==> src/rtl/seven_seg_scan_driver.sv <==
// Time-multiplexed common-anode driver: snapshots per-digit segment codes once per frame
// and scans them with an all-off gap before each digit, with optional leading-zero blanking.
module seven_seg_scan_driver #(
  parameter int unsigned NUM_DIGITS   = 4,
  parameter int unsigned DWELL_CYCLES = 50000,
  parameter int unsigned BLANK_CYCLES = 500,
  parameter logic [7:0]  ZERO_CODE    = 8'hC0
) (
  input  logic                    clk,
  input  logic                    rst_n,
  input  logic                    en,
  input  logic                    lz_blank,
  input  logic [8*NUM_DIGITS-1:0] seg_in,
  output logic [7:0]              seg_out,
  output logic [NUM_DIGITS-1:0]   an_out,
  output logic                    frame_start
);

  localparam int unsigned MaxCycles = (BLANK_CYCLES > DWELL_CYCLES) ? BLANK_CYCLES : DWELL_CYCLES;
  localparam int unsigned CntW      = $clog2(MaxCycles + 1);
  localparam int unsigned IdxW      = $clog2(NUM_DIGITS);

  localparam logic [CntW-1:0] BlankLast = CntW'(BLANK_CYCLES - 1);
  localparam logic [CntW-1:0] DwellLast = CntW'(DWELL_CYCLES - 1);
  localparam logic [IdxW-1:0] IdxLast   = IdxW'(NUM_DIGITS - 1);

  typedef enum logic [1:0] {StIdle, StBlank, StDrive} state_e;

  state_e                  state_q;
  logic [IdxW-1:0]         idx_q;
  logic [CntW-1:0]         cnt_q;
  logic [8*NUM_DIGITS-1:0] snap_q;
  logic [NUM_DIGITS-1:0]   supp_q;

  logic [NUM_DIGITS-1:0]   supp_new;
  logic                    zero_run;
  logic [7:0]              snap_sel;
  logic [NUM_DIGITS-1:0]   an_sel;

  // Digit i is blanked only if it and every more-significant digit is exactly ZERO_CODE.
  always_comb begin
    supp_new = '0;
    zero_run = lz_blank;
    for (int i = NUM_DIGITS - 1; i >= 1; i--) begin
      zero_run    = zero_run & (seg_in[8*i +: 8] == ZERO_CODE);
      supp_new[i] = zero_run;
    end
  end

  always_comb begin
    snap_sel = snap_q[8*int'(idx_q) +: 8];
    an_sel   = ~({{(NUM_DIGITS-1){1'b0}}, 1'b1} << idx_q);
  end

  always_ff @(posedge clk or negedge rst_n) begin
    if (!rst_n) begin
      state_q     <= StIdle;
      idx_q       <= '0;
      cnt_q       <= '0;
      snap_q      <= '1;
      supp_q      <= '0;
      seg_out     <= 8'hFF;
      an_out      <= '1;
      frame_start <= 1'b0;
    end else begin
      frame_start <= 1'b0;
      case (state_q)
        StIdle: begin
          seg_out <= 8'hFF;
          an_out  <= '1;
          if (en) begin
            state_q     <= StBlank;
            idx_q       <= '0;
            cnt_q       <= '0;
            snap_q      <= seg_in;
            supp_q      <= supp_new;
            frame_start <= 1'b1;
          end
        end
        StBlank: begin
          if (!en) begin
            state_q <= StIdle;
            idx_q   <= '0;
            cnt_q   <= '0;
          end else if (cnt_q == BlankLast) begin
            state_q <= StDrive;
            cnt_q   <= '0;
            // Suppressed digits keep the bus dark but still consume their dwell slot.
            if (!supp_q[idx_q]) begin
              seg_out <= snap_sel;
              an_out  <= an_sel;
            end
          end else begin
            cnt_q <= cnt_q + 1'b1;
          end
        end
        StDrive: begin
          if (!en) begin
            state_q <= StIdle;
            idx_q   <= '0;
            cnt_q   <= '0;
            seg_out <= 8'hFF;
            an_out  <= '1;
          end else if (cnt_q == DwellLast) begin
            state_q <= StBlank;
            cnt_q   <= '0;
            seg_out <= 8'hFF;
            an_out  <= '1;
            if (idx_q == IdxLast) begin
              idx_q       <= '0;
              snap_q      <= seg_in;
              supp_q      <= supp_new;
              frame_start <= 1'b1;
            end else begin
              idx_q <= idx_q + 1'b1;
            end
          end else begin
            cnt_q <= cnt_q + 1'b1;
          end
        end
        default: begin
          state_q <= StIdle;
          idx_q   <= '0;
          cnt_q   <= '0;
          seg_out <= 8'hFF;
          an_out  <= '1;
        end
      endcase
    end
  end

endmodule

==> config.mk <==
export PLATFORM = sky130hd
export DESIGN_NAME = seven_seg_scan_driver
export DESIGN_NICKNAME = d
export VERILOG_FILES = /design/src/rtl/seven_seg_scan_driver.sv
export SDC_FILE = /design/constraint.sdc
export NUM_CORES = 1
export LEC_CHECK = 0
export CAP_MARGIN = 10
export CORE_MARGIN = 2
export CORE_UTILIZATION = 30
export DETAILED_ROUTE_END_ITERATION = 12
export HOLD_SLACK_MARGIN = 0.15
export PLACE_DENSITY = 0.46
export SLEW_MARGIN = 10
export SYNTH_ARGS = -nofsm -noshare
export SYNTH_HDL_FRONTEND = slang
export SYNTH_SLANG_ARGS = --single-unit
export TNS_END_PERCENT = 30
==> constraint.sdc <==
create_clock -name clk -period 2.9 [get_ports clk]
set_input_delay 0.725 -clock clk [delete_from_list [all_inputs] [get_ports clk]]
set_output_delay 0.725 -clock clk [all_outputs]
set_load 0.02 [all_outputs]
==> metrics.txt, run 1 <==
Residual DRC 0; CP Class reg2reg; cell family with most CP delay simple AND/OR/NAND/NOR gates; GRT overflow 0; Clock Sinks 68; Max Fanout on Critical Path 35; Slew @ Worst Pin 0.695 ns; clk_lat worst skew 0.34 ns; Die Area 13600 sq um; initial core utilization 0.304; Starting DRT DRC Count 89; status completed; commonest non-fill, non-tap cell in the layout clkdlybuf4s50_1; Non-Filler Instances 553; Post-Place Cells 537; Nets 421; Critical path origin cnt_q[0]; Reg2Reg Depth 6; Hold Crit Class in2async; Syn Inst Count 329; Final Util 0.386; Max Transition Viols Final 0; number of distinct library cells after synthesis 48; Clock transition at path regs 0.06 ns; antenna violations before repair 0; worst r2r dst supp_q[2]; unrepaired setup endpoints after global routing false; drt first pass iters 4; Final Hold Violating Endpoints 0; row count 41; RD Place Congestion 0.774; Ys Warns 0; post-synth top area cell dfstp_2; Worst IR Drop VDD 0.000300 V; Leak 1.72 nW; routed via count 2765; Fmax 429 MHz; first-pass GRT wire length 14700 microns; Total Routing Usage GR 0.144; post-synth net total 374; sequential-to-total area share from yosys stat 0.463; most frequent cells in the layout clkdlybuf4s50_1 (47), dfstp_2 (44), mux2_2 (35); synth top area cells dfstp_2 (30%), dfrtp_1 (16%), mux2_2 (10%), mux4_2 (4.7%), ha_1 (3.0%); via-per-instance ratio 5.00; asr flop ratio synth 1.00; critical path arrival 2.56 ns; worst-path cell chain ha_1, nor4b_4, nand4_4, o22ai_4, buf_12, mux2_2; Main synth FF type dfstp_2; post-cts repair resize count 0; vias in the first global route 2774; highest metal used met4; I/O Pins 49; Antenna diodes 0; largest net degree at the start of global routing 43; Period minus WS final 2.33 ns; synthesized area 3790 sq um; routed length on met2 4130 microns; Critical Path Max Stage Delay 0.38 ns; R2R Path Start cnt_q[0]; Num CTS Buffers 9; final worst path period share 0.804; R2R Setup Slk 0.57 ns; metal3 WL 356 microns; hpwl dp 6220 microns; total of max-cap violations 0; WP buf/inv 1; synthesis-stage register bit count 68; postcts setup bufs 0; CTS tree done; Slew HR 0.536; Root Driver clkbuf_16; H-tree Lvls 3; die width 116 microns; Setup TNS Final 0 ns; drt total wl 9000 microns; post-synth top area share 0.305; WP depth 6; Critical Path RT 3.13 ns; clk buf depth 2; Final ANT Viol Nets 0; Critical Path End supp_q[2]; skew final 0.00994 ns; Pwr Density 741 nW/um^2; CP endpoint kind flop; Port Buf Inserts 48; crit path max-delay cell type dfrtp_1; crit path launch type flop; final setup vio count 0; area grow syn2layout 26.8%; CTS Hold Bufs 0; Routed WL per cell 16.3 microns; layout cells sized above 1 0.315; number of synthesized flops with an enable pin 0; core region area 12500 sq um; die span in y 116 microns; WL met1 4340 microns; Mean Syn Cell Area 11.5 sq um
[worst reg2reg max path, delay by kind of cell (launching register included)]
family                     cells  cell delay [ns]
and+or+nand+nor                2             0.69
adders and majority gates      1             0.32
muxes                          1             0.36
DFF                            1             0.38
buffers and inverters          1             0.25
AOI/OAI and AO/OA              1             0.23
[where the power goes]
| part | total, mW | switching [mW] | internal (mW) |
|---|---|---|---|
| clock | 1.23 | 0.426 | 0.807 |
| combinational | 0.835 | 0.354 | 0.481 |
| sequential | 1.49 | 0.136 | 1.36 |
| total | 3.56 | 0.916 | 2.65 |
[worst min path at each step]
| stage | endpoint | cells past startpoint | from | slack [ns] |
|---|---|---|---|---|
| after floorplan | cnt_q[0] | 0 | rst_n | 0.43 |
| after global placement | supp_q[3] | 1 | supp_q[3] | 0.49 |
| after detailed placement | supp_q[3] | 1 | supp_q[3] | 0.50 |
| after CTS | cnt_q[15] | 1 | rst_n | 0.45 |
| after global routing | cnt_q[13] | 1 | rst_n | 0.48 |
| final | cnt_q[13] | 1 | rst_n | 0.42 |
[per-layer routing]
layer  vias up  global-route usage
li1       1338                   -
met1      1364               0.194
met2        52               0.219
met3        11              0.0363
met4         0              0.0627
met5         -                   0
[final cells by class]
cell class,instances,area [sq um]
fillers,1217,7650
multi-input cells,230,1890
flip-flops and latches,68,1760
repair buffers,59,583
clock buffers,11,254
well taps,172,215
clock inverters,5,82.6
inverters,8,30.0
[flip-flops by register name, summed over array words and instances (netlist names)]
register and count:
seg_out 8, state_q 2, an_out 4, cnt_q 16, idx_q 2, frame_start 1
snap_q 32, supp_q 3
[synth_stat cells, types with 2 or more instances]
master,number
a211oi_1,8
nand2b_1,11
xor2_1,3
nor2b_1,13
dfstp_2,44
and3_1,8
mux4_2,8
xnor2_1,2
buf_2,7
o31ai_1,6
ha_1,9
o211ai_1,3
nor3_1,12
nor4_1,4
nor3b_1,2
mux2_2,35
a2111oi_0,9
and4_1,3
nor2_1,8
a2111o_1,4
nand2_1,18
clkbuf_1,13
inv_1,8
buf_6,3
o21ai_0,10
or3_1,7
a21oi_1,9
or4_1,7
dfrtp_1,24
a22oi_1,2
nand4_1,6
mux2i_1,3
nand3_1,5
[cells by family (layout without fill, tap and decap cells)]
logic type,count (synthesis),in the layout,synth area share
flip-flops,68,68,0.463
AND/OR/NAND/NOR,114,114,0.185
XOR/XNOR,5,5,0.0115
AO/OA/AOI/OAI,56,56,0.112
adder cells (fa/ha/maj),9,9,0.0297
buffers and inverters,31,83,0.0389
multiplexers,46,46,0.159
[through the flow]
| stage | hold slack [ns] | instance area, sq um | power (mW) | setup slack (ns) |
|---|---|---|---|---|
| 2_1_floorplan | 0.429 | 3790 | 2.08 | 0.667 |
| 3_3_place_gp | 0.490 | 4470 | 2.34 | 0.319 |
| 3_5_place_dp | 0.498 | 4470 | 2.36 | 0.252 |
| 4_1_cts | 0.449 | 4810 | 3.62 | 0.544 |
| 5_1_grt | 0.477 | 4810 | 3.76 | 0.389 |
| 6_report | 0.425 | 4810 | 3.56 | 0.568 |
Power figures use the tool's default switching activity.
==> run 2: changes to the inputs <==
- clock period: 2.9 -> 2.41 ns (I/O delays scaled with it)
==> run 2 against run 1 <==
Flip-flop and latch count did not move. Sequential power rose by 20%. Design area rose by 1.1%. Core utilization rose by 0.43 points. Largest cell class unchanged.
==> metrics.txt, run 2 (synthesized netlist as in run 1, its figures left out) <==
Max Transition Viols Final 0 (unchanged); area post-placement 4580 sq um (+2.3%); largest registers snap_q (32), cnt_q (16), seg_out (8); Post-Place Cells 549 (+2.2%); routed via count 2845 (+2.9%); Max Fanout on Critical Path 35 (unchanged); antenna violations before repair 0 (unchanged); Routed WL per cell 16.3 microns (+0.12%); layout cells sized above 1 0.338 (+0.0235); via-per-instance ratio 5.04 (+0.71%); initial core utilization 0.304 (unchanged); worst-path cell chain ha_1, nor4b_4, nand4_4, o22ai_4, buf_12, mux2_2; Num CTS Buffers 9 (unchanged); Slew @ Worst Pin 0.505 ns (-0.190 ns); GRT overflow 0 (unchanged); Worst IR Drop VDD 0.000472 V (+57%); Final Hold Violating Endpoints 0 (unchanged); I/O Pins 49 (unchanged); CTS tree done; Clock Sinks 68 (unchanged); final setup vio count 0 (unchanged); Root Driver clkbuf_16; clk buf depth 2 (unchanged); area grow syn2layout 28.2%; clk_lat worst skew 0.34 ns (about the same); Largest register FFs 32 (unchanged); Total Routing Usage GR 0.149 (+0.00485); Period minus WS final 2.16 ns (-0.176 ns); CP endpoint kind flop; Clock transition at path regs 0.06 ns (about the same); Critical Path RT 2.64 ns (-0.49 ns); total power 4.08 mW (+14%); hpwl dp 6640 microns (+6.8%); Fmax 464 MHz (+8.2%); die span in y 116 microns (unchanged); Port Buf Inserts 48 (unchanged); Pwr Density 838 nW/um^2 (+13%); Antenna diodes 0 (unchanged); drt first pass iters 4 (unchanged); largest net degree at the start of global routing 36 (-16%); vias in the first global route 2779 (+0.18%); Die Area 13600 sq um (unchanged); Design Area, Final 4860 sq um (+1.1%); first-pass GRT wire length 15300 microns (+4.1%); row count 41 (unchanged); CP Class reg2reg; WP buf/inv 1 (unchanged); cell family with most CP delay simple AND/OR/NAND/NOR gates; Starting DRT DRC Count 122 (+37%); Largest Register snap_q; RD Place Congestion 0.774 (-0.12%); critical path arrival 2.38 ns (-0.18 ns); Setup TNS Final 0 ns (unchanged); postcts setup bufs 0 (unchanged); setup ws final 0.254 ns (-0.314 ns); Hold Crit Class in2async; Leak 1.75 nW (+1.8%); dpl ws 0.0859 ns (-0.166 ns); crit path launch type flop; Final ANT Viol Nets 0 (unchanged); Slew HR 0.655 (+0.118); Nets 433 (+2.9%); status completed; final worst path period share 0.894 (+0.0904); commonest non-fill, non-tap cell in the layout clkdlybuf4s50_1; skew final 0.00646 ns (-0.00348 ns); drt total wl 9200 microns (+2.3%); total of max-cap violations 0 (unchanged); unrepaired setup endpoints after global routing false; core region area 12500 sq um (unchanged); crit path max-delay cell type dfrtp_1; Critical Path Max Stage Delay 0.38 ns (about the same); Non-Filler Instances 565 (+2.2%); H-tree Lvls 3 (unchanged); most frequent cells in the layout clkdlybuf4s50_1 (47), dfstp_2 (44), mux2_2 (35); Residual DRC 0 (unchanged); die width 116 microns (unchanged)
-- run 2: layout make-up --
type / count / area [sq um]
inverters: 8 / 30.0
clock buffers: 10 / 239
repair buffers: 71 / 686
clock inverters: 6 / 47.5
multi-input cells: 230 / 1890
well taps: 172 / 215
flip-flops and latches: 68 / 1760
fillers: 1202 / 7600
-- run 2: final timing paths --
path / from / end / cells after the start / slack, ns
min in group clk: supp_q[3] / supp_q[3] / 1 / 0.51
max: cnt_q[0] / supp_q[2] / 6 / 0.25
max reg2reg: cnt_q[0] / supp_q[2] / 6 / 0.25
min reg2reg: supp_q[3] / supp_q[3] / 1 / 0.51
min: rst_n / cnt_q[12] / 1 / 0.22
max in group asynchronous: rst_n / snap_q[11] / 2 / 1.49
-- run 2: report_power, final --
group	switching, mW	internal [mW]	total [mW]
clock network	0.532	0.731	1.26
logic	0.434	0.593	1.03
registers	0.155	1.63	1.79
-- run 2: timing repair --
action,in CTS,in global routing
resized for setup,0,1
setup endpoints to repair,0,1
hold buffers,0,0
-- run 2: metrics by stage --
stage	hold WS (ns)	util
CTS	0.238	0.390
detailed placement	0.496	0.367
global route	0.268	0.390
floorplan	0.307	-
global placement	0.494	0.367
finish	0.223	0.390
-- run 2: metal layers --
layer,vias up,global-route usage,routed length (microns)
li1,1365,-,-
met1,1410,0.206,4440
met2,57,0.222,4250
met3,13,0.0363,333
met4,0,0.0619,182
met5,-,0,0
-- run 2: worst reg2reg max path, cell delays in order (launching register included) --
cell and delay, ns:
dfrtp_1 0.38, ha_1 0.22, nor4b_4 0.33, nand4_4 0.30, o22ai_4 0.21, buf_12 0.25
mux2_2 0.37
